## src/rtl/nec_ir_pkg.sv

```systemverilog
// Shared definitions for the NEC IR controller.
// Holds the controller state encoding, the NEC command codes understood by the
// LED-effect configuration, the configuration reset defaults and a byte
// bit-reversal helper. NEC sends each byte LSB first, so the receiver delivers
// bytes with the first-received bit at the MSB.
package nec_ir_pkg;

  typedef enum logic [1:0] {
    ST_IDLE  = 2'd0,
    ST_CHECK = 2'd1,
    ST_APPLY = 2'd2
  } nec_state_e;

  localparam logic [7:0] CMD_POWER     = 8'h45;
  localparam logic [7:0] CMD_BRIGHT_UP = 8'h46;
  localparam logic [7:0] CMD_BRIGHT_DN = 8'h15;
  localparam logic [7:0] CMD_MODE_NEXT = 8'h43;
  localparam logic [7:0] CMD_MODE_PREV = 8'h44;
  localparam logic [7:0] CMD_SPEED_UP  = 8'h40;
  localparam logic [7:0] CMD_SPEED_DN  = 8'h07;

  localparam logic [7:0] BRIGHTNESS_DEFAULT = 8'h80;
  localparam logic [3:0] SPEED_DEFAULT      = 4'd8;

  // Mirror a byte end-for-end (MSB-first receive order back to bit-correct).
  function automatic logic [7:0] reverse8(input logic [7:0] b);
    logic [7:0] r;
    for (int i = 0; i < 8; i++) begin
      r[i] = b[7 - i];
    end
    return r;
  endfunction

endpackage

```

## src/rtl/nec_ir_controller_if.sv

```systemverilog
// Frame handoff from the NEC IR receiver to the controller.
//   frameValidIN : one-cycle strobe, frame present on frameIN
//   frameIN      : [31:24] addr, [23:16] ~addr, [15:8] cmd, [7:0] ~cmd,
//                  each byte with its first-received bit at the MSB
// master = receiver side (drives), slave = controller side (samples).
interface nec_ir_controller_if;
  logic        frameValidIN;
  logic [31:0] frameIN;

  modport master (output frameValidIN, output frameIN);
  modport slave  (input  frameValidIN, input  frameIN);
endinterface

```

## src/rtl/ClockDivider.sv

```systemverilog
// Free-running divider producing a one-cycle tick every VALUE clkIN cycles.
//   clkIN    : system clock
//   nResetIN : async active-low reset (prescaler cleared to 0)
//   tickOUT  : registered one-cycle tick
module ClockDivider #(
  parameter int VALUE = 50_000
) (
  input  logic clkIN,
  input  logic nResetIN,
  output logic tickOUT
);

  localparam int            W    = (VALUE > 1) ? $clog2(VALUE) : 1;
  localparam logic [W-1:0]  LAST = W'(VALUE - 1);

  logic [W-1:0] count_r;
  logic         tick_r;

  // Prescaler counts 0..VALUE-1 and flags the wrap as the tick.
  always_ff @(posedge clkIN or negedge nResetIN) begin
    if (!nResetIN) begin
      count_r <= '0;
      tick_r  <= 1'b0;
    end else if (count_r == LAST) begin
      count_r <= '0;
      tick_r  <= 1'b1;
    end else begin
      count_r <= count_r + 1'b1;
      tick_r  <= 1'b0;
    end
  end

  assign tickOUT = tick_r;

endmodule

```

## src/rtl/nec_ir_controller.sv

```systemverilog
// NEC key decoder and LED-effect configuration register.
// Validates complement bytes and the device address of each received frame,
// emits key events, tracks key hold / auto-repeat and applies saturating or
// wrapping updates to power, brightness, mode and speed.
//   clkIN, nResetIN   : clock, async active-low reset
//   irBus (slave)     : frame strobe + 32-bit frame
//   keyValidOUT       : one-cycle pulse per accepted key
//   keyCodeOUT        : last accepted command (bit-corrected)
//   keyHeldOUT        : accepted key repeating inside the hold window
//   powerOUT, brightnessOUT, modeOUT, speedOUT : effect configuration
//   configUpdatedOUT  : one-cycle pulse when any config value changed
//   errorCountOUT     : saturating complement-failure count
module nec_ir_controller
  import nec_ir_pkg::*;
#(
  parameter int         CLOCK_KHZ       = 50_000,
  parameter logic [7:0] DEVICE_ADDRESS  = 8'h00,
  parameter int         HOLD_MS         = 120,
  parameter int         BRIGHTNESS_STEP = 16,
  parameter int         MODE_COUNT      = 8
) (
  input  logic                 clkIN,
  input  logic                 nResetIN,
  nec_ir_controller_if.slave   irBus,
  output logic                 keyValidOUT,
  output logic [7:0]           keyCodeOUT,
  output logic                 keyHeldOUT,
  output logic                 powerOUT,
  output logic [7:0]           brightnessOUT,
  output logic [2:0]           modeOUT,
  output logic [3:0]           speedOUT,
  output logic                 configUpdatedOUT,
  output logic [7:0]           errorCountOUT
);

  localparam logic [7:0] HOLD_RELOAD  = 8'(HOLD_MS);
  localparam logic [7:0] STEP8        = 8'(BRIGHTNESS_STEP);
  localparam logic [8:0] STEP9        = 9'(BRIGHTNESS_STEP);
  localparam logic [2:0] MODE_LAST    = 3'(MODE_COUNT - 1);

  nec_state_e  state_r, nextState_s;
  logic [31:0] frame_r;
  logic        latchFrame_s, countError_s, applyKey_s;
  logic [7:0]  addr_s, addrInv_s, cmd_s, cmdInv_s;
  logic        complementBad_s, held_s, configChanged_s, tick_s;
  logic        nextPower_s;
  logic [7:0]  nextBright_s;
  logic [8:0]  brightSum_s;
  logic [2:0]  nextMode_s;
  logic [3:0]  nextSpeed_s;

  logic        keyValid_r, keyHeld_r, power_r, configUpdated_r;
  logic [7:0]  keyCode_r, brightness_r, errorCount_r, holdTimer_r;
  logic [2:0]  mode_r;
  logic [3:0]  speed_r;

  ClockDivider #(.VALUE(CLOCK_KHZ)) msTick (
    .clkIN    (clkIN),
    .nResetIN (nResetIN),
    .tickOUT  (tick_s)
  );

  assign addr_s    = reverse8(frame_r[31:24]);
  assign addrInv_s = reverse8(frame_r[23:16]);
  assign cmd_s     = reverse8(frame_r[15:8]);
  assign cmdInv_s  = reverse8(frame_r[7:0]);
  assign complementBad_s = ((addr_s ^ addrInv_s) != 8'hFF) || ((cmd_s ^ cmdInv_s) != 8'hFF);

  // FSM state register.
  always_ff @(posedge clkIN or negedge nResetIN) begin
    if (!nResetIN) state_r <= ST_IDLE;
    else           state_r <= nextState_s;
  end

  // FSM next-state and control strobes; strobes outside IDLE are dropped.
  always_comb begin
    nextState_s  = state_r;
    latchFrame_s = 1'b0;
    countError_s = 1'b0;
    applyKey_s   = 1'b0;
    case (state_r)
      ST_IDLE: begin
        if (irBus.frameValidIN) begin
          latchFrame_s = 1'b1;
          nextState_s  = ST_CHECK;
        end else begin
          nextState_s  = ST_IDLE;
        end
      end
      ST_CHECK: begin
        if (complementBad_s) begin
          countError_s = 1'b1;
          nextState_s  = ST_IDLE;
        end else if (addr_s != DEVICE_ADDRESS) begin
          nextState_s  = ST_IDLE;
        end else begin
          nextState_s  = ST_APPLY;
        end
      end
      ST_APPLY: begin
        applyKey_s  = 1'b1;
        nextState_s = ST_IDLE;
      end
      default: nextState_s = ST_IDLE;
    endcase
  end

  // Next configuration for the latched command; power/mode ignore repeats.
  always_comb begin
    held_s       = (cmd_s == keyCode_r) && (holdTimer_r != 8'd0);
    nextPower_s  = power_r;
    nextBright_s = brightness_r;
    nextMode_s   = mode_r;
    nextSpeed_s  = speed_r;
    brightSum_s  = {1'b0, brightness_r} + STEP9;
    if (cmd_s == CMD_POWER) begin
      if (!held_s) nextPower_s = ~power_r;
      else         nextPower_s = power_r;
    end else if (power_r) begin
      case (cmd_s)
        CMD_BRIGHT_UP: nextBright_s = brightSum_s[8] ? 8'hFF : brightSum_s[7:0];
        CMD_BRIGHT_DN: nextBright_s = (brightness_r >= STEP8) ? (brightness_r - STEP8) : 8'h00;
        CMD_MODE_NEXT: begin
          if (!held_s) nextMode_s = (mode_r == MODE_LAST) ? 3'd0 : (mode_r + 3'd1);
          else         nextMode_s = mode_r;
        end
        CMD_MODE_PREV: begin
          if (!held_s) nextMode_s = (mode_r == 3'd0) ? MODE_LAST : (mode_r - 3'd1);
          else         nextMode_s = mode_r;
        end
        CMD_SPEED_UP:  nextSpeed_s = (speed_r == 4'd15) ? 4'd15 : (speed_r + 4'd1);
        CMD_SPEED_DN:  nextSpeed_s = (speed_r == 4'd0) ? 4'd0 : (speed_r - 4'd1);
        default:       nextSpeed_s = speed_r;
      endcase
    end else begin
      nextPower_s = power_r;
    end
    configChanged_s = (nextPower_s != power_r) || (nextBright_s != brightness_r) ||
                      (nextMode_s != mode_r) || (nextSpeed_s != speed_r);
  end

  // Frame capture on an accepted strobe.
  always_ff @(posedge clkIN or negedge nResetIN) begin
    if (!nResetIN)         frame_r <= 32'h0;
    else if (latchFrame_s) frame_r <= irBus.frameIN;
  end

  // Saturating complement-failure counter.
  always_ff @(posedge clkIN or negedge nResetIN) begin
    if (!nResetIN)                                   errorCount_r <= 8'h00;
    else if (countError_s && errorCount_r != 8'hFF)  errorCount_r <= errorCount_r + 8'd1;
  end

  // Key event, pulses and configuration registers.
  always_ff @(posedge clkIN or negedge nResetIN) begin
    if (!nResetIN) begin
      keyValid_r      <= 1'b0;
      configUpdated_r <= 1'b0;
      keyCode_r       <= 8'h00;
      power_r         <= 1'b1;
      brightness_r    <= BRIGHTNESS_DEFAULT;
      mode_r          <= 3'd0;
      speed_r         <= SPEED_DEFAULT;
    end else begin
      keyValid_r      <= applyKey_s;
      configUpdated_r <= applyKey_s && configChanged_s;
      if (applyKey_s) begin
        keyCode_r    <= cmd_s;
        power_r      <= nextPower_s;
        brightness_r <= nextBright_s;
        mode_r       <= nextMode_s;
        speed_r      <= nextSpeed_s;
      end
    end
  end

  // Hold window: reload on a key (wins over a same-cycle tick), else count ms down.
  always_ff @(posedge clkIN or negedge nResetIN) begin
    if (!nResetIN) begin
      holdTimer_r <= 8'd0;
      keyHeld_r   <= 1'b0;
    end else if (applyKey_s) begin
      holdTimer_r <= HOLD_RELOAD;
      keyHeld_r   <= held_s;
    end else if (tick_s && holdTimer_r != 8'd0) begin
      holdTimer_r <= holdTimer_r - 8'd1;
      if (holdTimer_r == 8'd1) keyHeld_r <= 1'b0;
    end
  end

  assign keyValidOUT      = keyValid_r;
  assign keyCodeOUT       = keyCode_r;
  assign keyHeldOUT       = keyHeld_r;
  assign powerOUT         = power_r;
  assign brightnessOUT    = brightness_r;
  assign modeOUT          = mode_r;
  assign speedOUT         = speed_r;
  assign configUpdatedOUT = configUpdated_r;
  assign errorCountOUT    = errorCount_r;

endmodule

```

## src/flat_wrapper.sv

```systemverilog
// flat-port wrapper written by rule: the top's interface ports become plain ports
module nec_ir_controller_flat import nec_ir_pkg::*;
#(
  parameter int         CLOCK_KHZ       = 50_000,
  parameter logic [7:0] DEVICE_ADDRESS  = 8'h00,
  parameter int         HOLD_MS         = 120,
  parameter int         BRIGHTNESS_STEP = 16,
  parameter int         MODE_COUNT      = 8
)
  (clkIN, nResetIN, keyValidOUT, keyCodeOUT, keyHeldOUT, powerOUT, brightnessOUT, modeOUT, speedOUT, configUpdatedOUT, errorCountOUT, irBus_frameValidIN, irBus_frameIN);
  nec_ir_controller_if irBus_i ();
  input  logic clkIN;
  input  logic nResetIN;
  output logic keyValidOUT;
  output logic [7:0] keyCodeOUT;
  output logic keyHeldOUT;
  output logic powerOUT;
  output logic [7:0] brightnessOUT;
  output logic [2:0] modeOUT;
  output logic [3:0] speedOUT;
  output logic configUpdatedOUT;
  output logic [7:0] errorCountOUT;
  input wire logic [$bits(irBus_i.frameValidIN)-1:0] irBus_frameValidIN;
  input wire logic [$bits(irBus_i.frameIN)-1:0] irBus_frameIN;
  assign irBus_i.frameValidIN = irBus_frameValidIN;
  assign irBus_i.frameIN = irBus_frameIN;
  nec_ir_controller #(.CLOCK_KHZ(CLOCK_KHZ), .DEVICE_ADDRESS(DEVICE_ADDRESS), .HOLD_MS(HOLD_MS), .BRIGHTNESS_STEP(BRIGHTNESS_STEP), .MODE_COUNT(MODE_COUNT)) u_core (.clkIN(clkIN), .nResetIN(nResetIN), .irBus(irBus_i), .keyValidOUT(keyValidOUT), .keyCodeOUT(keyCodeOUT), .keyHeldOUT(keyHeldOUT), .powerOUT(powerOUT), .brightnessOUT(brightnessOUT), .modeOUT(modeOUT), .speedOUT(speedOUT), .configUpdatedOUT(configUpdatedOUT), .errorCountOUT(errorCountOUT));
endmodule
```

## config.mk

```make
export PLATFORM = sky130hd
export DESIGN_NAME = nec_ir_controller_flat
export DESIGN_NICKNAME = d
export VERILOG_FILES = /design/src/rtl/nec_ir_pkg.sv /design/src/rtl/nec_ir_controller_if.sv /design/src/rtl/ClockDivider.sv /design/src/rtl/nec_ir_controller.sv /design/src/flat_wrapper.sv
export SDC_FILE = /design/constraint.sdc
export NUM_CORES = 1
export LEC_CHECK = 0
export CORE_MARGIN = 2
export CORE_UTILIZATION = 35
export DETAILED_ROUTE_END_ITERATION = 8
export PLACE_DENSITY = 0.56
export SETUP_SLACK_MARGIN = 0.15
export SLEW_MARGIN = 40
export SYNTH_ARGS = -nofsm -noshare
export SYNTH_HDL_FRONTEND = slang
export SYNTH_SLANG_ARGS = --single-unit
```

## constraint.sdc

```tcl
create_clock -name clkIN -period 6 [get_ports clkIN]
set_input_delay 1.2 -clock clkIN [delete_from_list [all_inputs] [get_ports clkIN]]
set_output_delay 1.2 -clock clkIN [all_outputs]
set_load 0.05 [all_outputs]
```

==> After elaboration in Yosys (flattened, before gate mapping) <==
Index checks and enable logic that the tools add are counted.
{ "op_classes": {"bitwise": 3, "addsub": 9, "n_lt_le_gt_ge": 1, "mul": 0, "n_eq_ne": 21, "n_mux": 35, "shift": 0, "div": 0, "reduce_logical": 16} }
{ "ops": {"columns": ["operator", "count"], "rows": [
  ["$mux W8", 6],
  ["$eq A8 B7 Y1 const B", 5],
  ["$ne A8 B8 Y1 const B", 3],
  ["$mux W3", 6],
  ["$add A16 B1 Y16 const B", 1],
  ["$eq A16 B16 Y1 const B", 1],
  ["$mux W16", 1],
  ["$mux W4", 4],
  ["$pmux W8 S2", 1],
  ["$reduce_bool A8 Y1", 2],
  ["$xor A8 B8 Y8", 2],
  ["$mux W1", 12],
  ["$add A8 B5 Y9 const B", 1],
  ["$add A8 B1 Y8 const B", 1],
  ["$eq A8 B1 Y1 const B", 1],
  ["$eq A8 B3 Y1 const B", 1],
  ["$eq A8 B5 Y1 const B", 1],
  ["$eq A8 B8 Y1", 1],
  ["$ge A8 B5 Y1 const B", 1],
  ["$ne A8 B8 Y1", 1],
  ["$pmux W4 S2", 1],
  ["$sub A8 B1 Y8 const B", 1],
  ["$sub A8 B5 Y8 const B", 1],
  ["$pmux W3 S2", 1],
  ["21 further kinds", 29]
]} }
{ "word_totals": {"ff_bits": 94, "n_memories": 0, "inputBits": 35, "out_inout_bits": 35, "latchBits": 0, "word_cells": 99, "mem_bits_rw": 0, "rom_bits": 0} }

==> Depth between registers and ports, before layout <==
Gate-level depths: netlist of the first run.
{ "depth": {"ltp_word": 10, "depth_mapped": 8, "mapped_depth_nobuf": 8} }

==> Cells and area by module <==
A second synthesis of the first run with hierarchy kept.
{ "unflattened": {"cells_unflattened": 485, "area_unflattened_um2": 5178.7} }
{ "by_module_without_submodules": {"columns": ["module", "area_per_inst_um2", "n_inst", "seq_area_each_um2", "cells_each"], "rows": [
  ["nec_ir_controller", 4391.7, 1, 1930.6, 417],
  ["ClockDivider", 787.0, 1, 425.4, 68]
]} }

==> Worst setup path after synthesis of the first run <==
Ideal clock, no wire load.
{ "synth_path": {"path_type": "input-to-reg", "start": "input port irBus_frameValidIN", "end": "register u_core.frame_r[0]", "setup_time_ns": 0.125, "setup_slack_ns": 3.465, "arrival_time_ns": 2.410, "stages": 3, "required_time_ns": 5.875, "n_path_buf": 1, "path_cell_list": "nor3b_1 > clkbuf_1 > mux2_2"} }
{ "synth_between": {"elab_chain_cells": 2} }
{ "synth_lines": {"columns": ["item", "line", "source"], "rows": [
  ["start, declared", "flat_wrapper.sv:23", "input wire logic [$bits(irBus_i.frameValidIN)-1:0] irBus_frameValidIN;"],
  ["$mux W1", "nec_ir_controller.sv:83", "if (irBus.frameValidIN) begin"],
  ["$mux W1", "nec_ir_controller.sv:81", "case (state_r)"],
  ["end signal, assigned", "nec_ir_controller.sv:145", "else if (latchFrame_s) frame_r <= irBus.frameIN;"],
  ["end, declared", "nec_ir_controller.sv:42", "logic [31:0] frame_r;"]
]} }
No other way between the ends.
A chain may end at the register's enable or synchronous reset.

==> Worst setup path in the final report of the first run <==
{ "layout_path": {"start": "register u_core.speed_r[3], in the netlist u_core.speedOUT[3]", "end": "output port speedOUT[3]"} }
{ "layout_lines": {"columns": ["item", "line", "source"], "rows": [
  ["start, declared", "nec_ir_controller.sv:55", "logic [3:0] speed_r;"],
  ["start signal, assigned", "nec_ir_controller.sv:172", "speed_r <= nextSpeed_s;"],
  ["end, declared", "flat_wrapper.sv:20", "output logic [3:0] speedOUT;"]
]} }
No word-level cell between the ends.

==> impl_metrics.csv, run 1 <==
group,metric,value,unit
clock_network,cts_tree,"done",
synthesis,syn_area,5150,µm²
global_routing,grt_use_met2,0.256,
worst_setup_path,arrival,1830,ps
final_layout,nNetsFinal,599,
worst_setup_path,end_kind,"primary output",
sta,fin_tns_setup,0,ps
worst_setup_path,critPathTopFamily,"buffers and inverters",
clock_network,cts_resized,0,
sta,rsz0062_at_grt,"false",
final_layout,drive_above_1_share,0.153,
synthesis,synth_area_per_cell,10.6,µm²
worst_setup_path,slowest_delay,840,ps
routing,vias_per_cell,5.26,
final_layout,fill_cells,1402,
job,cap_violations,0,
synthesis,synthAdderAreaFrac,0.0316,
clock_network,cts_made_buffers,9,
global_routing,grt-busiest-layer,"met2",
synthesis,synth.distinct_cells,77,
clock_network,cts.sinks,94,
final_layout,layout_common_cells,"dfrtp_1 (91), clkdlybuf4s50_1 (68), nand2_1 (55)",
sta,period_needed,3030,ps
routing,wl_per_cell,16.0,µm
sta,skew,5.22,ps
global_routing,grt_pass1_vias,3930,
floorplan,coreArea,14500,µm²
sta,max_freq,0.330,GHz
clock_network,clk_pin_slew,70,ps
floorplan,die_area,15700,µm²
place,gp_congestion,0.905,
routing,drtIter0Drc,293,
sta,max-slew-margin-rel,0.510,
routing,antenna_left,0,
sta,slew_violations,0,
clock_network,htree_levels,3,
clock_network,clk_latency,350,ps
clock_network,holdBufCountCts,0,
outcome,status,"completed",
final_layout,insertedDiodeCount,0,
clock_network,clock_path_buffers,2,
routing,drtPass1Iterations,5,
global_routing,grt_usage,0.155,
global_routing,grt_max_degree,59,
power,leakage,2.55,nW
synthesis,ys.flop_type,"dfrtp_1",
routing,vias,3892,
floorplan,rows,44,
global_routing,grt_antenna_before_repair,0,
synthesis,yosys_warnings,0,
global_routing,gr-usage-met3,0.0424,
synthesis,ys_ff_latch,94,
worst_hold_path,hp-class,"reg2reg",
synthesis,syn_inst,487,
global_routing,overflow,0,
sta,finalSetupViolations,0,
floorplan,die_y,125,µm
clock_network,root_buffer,"clkbuf_16",
sta,hold_viol_final,0,
global_routing,grt_pass1_wl,19800,µm
synthesis,async_reset_ff_frac,1.00,
sta,worst_pin_slew,735,ps
global_routing,grtUsageMet1,0.197,
floorplan,ios,70,
worst_setup_path,crit_chain,"clkdlybuf4s50_1",
sta,finalCritPeriodShare,0.505,
worst_setup_path,crit_required,4800,ps
place,hpwl,8480,µm
worst_setup_path,cp_max_fo,12,
power,max-vdd-ir-drop,0.289,mV
routing,drt_wl_total,11900,µm
place,port_buffers,69,
routing,drc_errors,0,
worst_setup_path,critPathKind,"reg2out",
worst_setup_path,cp_slowest_cell,"clkdlybuf4s50_1",
synthesis,syn_nets,535,
synthesis,synth-xor-area-share,0.0868,
worst_setup_path,cp_num_buf_inv,1,
sta,whs,485,ps
synthesis,synth-compound-area-share,0.114,
power,cellPowerDensity,254,nW/µm²
clock_network,postCtsSetupBuffers,0,
synthesis,synth_mux_area_frac,0.0741,
floorplan,die-width,125,µm
synthesis,synth_edf_count,0,
synthesis,synth_top_family_by_area,"simple AND/OR/NAND/NOR gates",
synthesis,ys_seq_area_frac,0.458,
synthesis,synth_simple_gate_area_share,0.204,
floorplan,initial_core_util,0.356,
final_layout,syn_to_final_growth,21.9,%
final_layout,final_common_cell,"dfrtp_1",
worst_setup_path,startpoint_type,"flip-flop",
==> worst paths after layout <==
path | startpoint | endpoint | slack, ps | depth (start not counted)
min in group asynchronous | nResetIN | u_core.frame_r[19] | 820 | 1
min reg2reg | u_core.msTick.count_r[0] | u_core.msTick.count_r[0] | 490 | 1
max reg2reg | u_core.frame_r[8] | u_core.brightnessOUT[3] | 3480 | 5
max | u_core.speedOUT[3] | speedOUT[3] | 2970 | 1
max in group asynchronous | nResetIN | u_core.keyValidOUT | 4050 | 2
min | u_core.msTick.count_r[0] | u_core.msTick.count_r[0] | 490 | 1
==> sequential cells by signal, indices dropped and copies added, names as in the netlist <==
| register | flops |
|---|---|
| u_core.frame_r | 32 |
| u_core.powerOUT | 1 |
| u_core.errorCountOUT | 8 |
| u_core.holdTimer_r | 8 |
| u_core.msTick.tickOUT | 1 |
| u_core.speedOUT | 4 |
| u_core.keyHeldOUT | 1 |
| u_core.keyCodeOUT | 8 |
| u_core.state_r | 2 |
| u_core.configUpdatedOUT | 1 |
| u_core.msTick.count_r | 16 |
| u_core.modeOUT | 3 |
| u_core.keyValidOUT | 1 |
| u_core.brightnessOUT | 8 |
==> synthesized netlist by cell type (3+ instances only) <==
master	number	area share
clkbuf_1	8	0.0058
nand3_1	11	0.011
nor4_1	12	0.015
mux2_2	33	0.072
o21a_1	4	0.0058
dfstp_2	3	0.015
nor2b_1	5	0.0061
nand4_1	12	0.015
a21o_1	5	0.0073
buf_6	3	0.0066
o21ai_0	15	0.015
o22ai_1	4	0.0049
a31oi_1	5	0.0061
ha_1	13	0.032
xnor2_1	31	0.053
a41oi_1	3	0.0051
nor2_1	32	0.023
dfrtp_1	91	0.44
nor3_1	8	0.0078
nand2b_1	3	0.0036
o31ai_1	3	0.0044
buf_2	6	0.0058
inv_1	16	0.012
or4b_4	4	0.011
nand2_1	55	0.040
or3_1	5	0.0061
and3_1	6	0.0073
a21oi_1	10	0.0097
xor2_1	20	0.034
==> kinds of logic after synthesis <==
logic type	after synthesis
buf+inv	35
xor+xnor	51
simple gates	181
compound gates	79
mux	34
flops	94
fa+ha+maj	13
==> cell type report <==
class | instances | area, µm² | area share
sequential | 94 | 2360 | 0.375
tap | 184 | 230 | 0.0367
timing repair buffer | 72 | 711 | 0.113
clock inverter | 5 | 43.8 | 0.00698
clock buffer | 11 | 243 | 0.0387
inverter | 16 | 60.1 | 0.00957
multi-input combinational | 358 | 2630 | 0.419
==> metrics by stage <==
| stage | power [mW] | cell area, µm² | setup WS, ps | utilization | instances |
|---|---|---|---|---|---|
| after floorplan | 0.954 | 5150 | 3460 | - | 487 |
| after global placement | 1.05 | 5990 | 3300 | 0.414 | 724 |
| after detailed placement | 1.06 | 5990 | 3270 | 0.414 | 724 |
| after CTS | 1.62 | 6280 | 2960 | 0.433 | 740 |
| after global routing | 1.66 | 6280 | 2940 | 0.433 | 740 |
| final | 1.59 | 6280 | 2970 | 0.433 | 740 |
==> where the power goes <==
part	leakage, nW	internal [mW]	switching (mW)
Clock	0.134	0.297	0.253
Sequential	1.20	0.685	0.0741
Combinational	1.21	0.138	0.145
Total	2.55	1.12	0.472
==> routing by layer <==
layer | wire length [µm] | vias up | share of wire
li1 | - | 1895 | -
met4 | 215 | 0 | 0.018
met1 | 5400 | 1887 | 0.46
met3 | 629 | 18 | 0.053
met5 | 0 | - | 0
met2 | 5620 | 92 | 0.47
(Power assumes the default switching activity.)
==> inputs of run 2 (changes only) <==
--- a/config.mk
+++ b/config.mk
@@ -8,7 +8,7 @@
 export CORE_MARGIN = 2
 export CORE_UTILIZATION = 35
 export DETAILED_ROUTE_END_ITERATION = 8
-export PLACE_DENSITY = 0.56
+export PLACE_DENSITY = 0.58
 export SETUP_SLACK_MARGIN = 0.15
 export SLEW_MARGIN = 40
 export SYNTH_ARGS = -nofsm -noshare
==> constraint.sdc (replaced) <==
create_clock -name clkIN -period 2.6 [get_ports clkIN]
set_input_delay 0.52 -clock clkIN [delete_from_list [all_inputs] [get_ports clkIN]]
set_output_delay 0.52 -clock clkIN [all_outputs]
set_load 0.05 [all_outputs]
==> impl_metrics.csv, run 2 (synthesis results as in run 1) <==
group,metric,value,unit
outcome,status,"completed",
place,hpwl,8800,µm
clock_network,clk_pin_slew,70,ps
global_routing,overflow,0,
worst_setup_path,ff2ff_path_depth,6,
final_layout,layout_common_cells,"dfrtp_1 (88), clkdlybuf4s50_1 (68), nand2_1 (55)",
routing,drtIter0Drc,439,
floorplan,coreArea,14500,µm²
worst_setup_path,slowest_delay,630,ps
final_layout,final_core_util,0.443,
sta,max_freq,0.414,GHz
clock_network,clock_path_buffers,2,
power,max-vdd-ir-drop,0.544,mV
sta,skew,7.83,ps
floorplan,die_y,125,µm
worst_setup_path,cp_max_fo,10,
job,cap_violations,0,
sta,max-slew-margin-rel,0.549,
worst_setup_path,startpoint_type,"flip-flop",
clock_network,cts_tree,"done",
place,port_buffers,69,
worst_setup_path,ff2ff_setup_slack,180,ps
clock_network,cts.sinks,94,
final_layout,syn_to_final_growth,24.6,%
routing,vias,4001,
power,cellPowerDensity,570,nW/µm²
final_layout,final_common_cell,"dfrtp_1",
sta,finalSetupViolations,0,
worst_setup_path,cp_slowest_cell,"or4b_4",
routing,drtPass1Iterations,4,
final_layout,largest_reg_flops,32,
clock_network,clk_latency,350,ps
worst_setup_path,cp_num_buf_inv,0,
routing,vias_per_cell,5.35,
routing,drt_wl_total,12100,µm
sta,slew_violations,0,
worst_setup_path,crit_required,2810,ps
sta,period_needed,2420,ps
worst_setup_path,crit_chain,"or4b_4 -> nor3_1 -> or3_1 -> a41oi_1 -> o31ai_1 -> o311ai_1",
clock_network,cts_made_buffers,9,
power,leakage,2.61,nW
global_routing,grt_pass1_vias,4014,
clock_network,root_buffer,"clkbuf_16",
sta,rsz0062_at_grt,"false",
sta,worst_pin_slew,673,ps
floorplan,rows,44,
final_layout,top_register,"u_core.frame_r",
routing,antenna_left,0,
sta,fin_tns_setup,0,ps
sta,finalCritPeriodShare,0.929,
worst_setup_path,arrival,2620,ps
global_routing,grt_antenna_before_repair,0,
floorplan,initial_core_util,0.356,
routing,wl_per_cell,16.2,µm
final_layout,fill_cells,1338,
worst_setup_path,critPathTopFamily,"simple AND/OR/NAND/NOR gates",
global_routing,grt_pass1_wl,20300,µm
worst_setup_path,critPathKind,"reg2reg",
worst_setup_path,end_kind,"flip-flop",
sta,hold_viol_final,0,
global_routing,grt_max_degree,62,
floorplan,ios,70,
clock_network,htree_levels,3,
final_layout,reg.largest.list,"u_core.frame_r: 32 flops, u_core.msTick.count_r: 16 flops",
worst_setup_path,r2r_end,"u_core.configUpdatedOUT",
clock_network,holdBufCountCts,0,
worst_setup_path,r2r_start,"u_core.frame_r[12]",
routing,drc_errors,0,
place,gp_congestion,0.909,
final_layout,insertedDiodeCount,0,
floorplan,die-width,125,µm
worst_hold_path,hp-class,"in2async",
final_layout,drive_above_1_share,0.184,
global_routing,grt_usage,0.162,
floorplan,die_area,15700,µm²
final_layout,nNetsFinal,608,
run 2: changes by cell type in the layout (fill, tap and decap cells not counted), moves of 2 or more:
cell	previous run	this run
dfrtp_1	91	88
clkinv_2	0	2
dfrtp_2	0	3
nor4_1	12	10
buf_4	4	12
run 2: worst max-delay path by stage:
stage | startpoint | end | slack, ps | cells past startpoint
3_5_place_dp | u_core.brightnessOUT[4] | u_core.configUpdatedOUT | 170 | 8
3_3_place_gp | u_core.frame_r[15] | u_core.configUpdatedOUT | 240 | 6
6_report | u_core.frame_r[12] | u_core.configUpdatedOUT | 180 | 6
4_1_cts | u_core.brightnessOUT[4] | u_core.configUpdatedOUT | 160 | 8
5_1_grt | u_core.frame_r[11] | u_core.configUpdatedOUT | 140 | 6
2_1_floorplan | u_core.brightnessOUT[5] | u_core.configUpdatedOUT | 290 | 7
run 2: stage by stage:
| step | worst slack (ps) | std cells | power [mW] | hold slack, ps | instance area, µm² |
|---|---|---|---|---|---|
| final | 184 | 748 | 3.65 | 124 | 6410 |
| after global routing | 145 | 748 | 3.83 | 149 | 6410 |
| after CTS | 156 | 748 | 3.69 | 134 | 6330 |
| after detailed placement | 173 | 733 | 2.45 | 479 | 6070 |
| after global placement | 241 | 733 | 2.44 | 470 | 6070 |
| after floorplan | 287 | 487 | 2.20 | 224 | 5150 |
run 2: worst register-to-register path, cell delays in order (launching register included):
cell and delay [ps]:
dfrtp_1 550, or4b_4 640, nor3_1 320, or3_1 180, a41oi_1 120, o31ai_1 310, o311ai_1 160
run 2: repair_timing:
item / CTS / global route
setup buffers: 0 / 0
gates resized for setup: 0 / 15
setup endpoints to repair: 0 / 1
run 2: layout make-up:
type | count | area (µm²) | share of cell area
Clock buffer | 10 | 229 | 0.0357
Clock inverter | 5 | 35.0 | 0.00546
Inverter | 16 | 60.1 | 0.00936
Multi-Input combinational cell | 358 | 2710 | 0.422
Sequential cell | 94 | 2360 | 0.368
Tap cell | 184 | 230 | 0.0359
Timing Repair Buffer | 81 | 791 | 0.123
run 2: report_power, final:
part           switching [mW]  leakage [nW]  total, mW  internal (mW)
logic                   0.347          1.28      0.682          0.335
registers               0.170          1.20       1.75           1.58
clock network           0.573         0.129       1.22          0.645
total                    1.09          2.61       3.65           2.56
run 2: layer usage:
layer	up-vias	share of wire	track usage
met1	1952	0.45	0.206
met4	0	0.029	0.0680
met2	111	0.46	0.254
met5	-	0	0
li1	1912	-	-
met3	26	0.057	0.0539
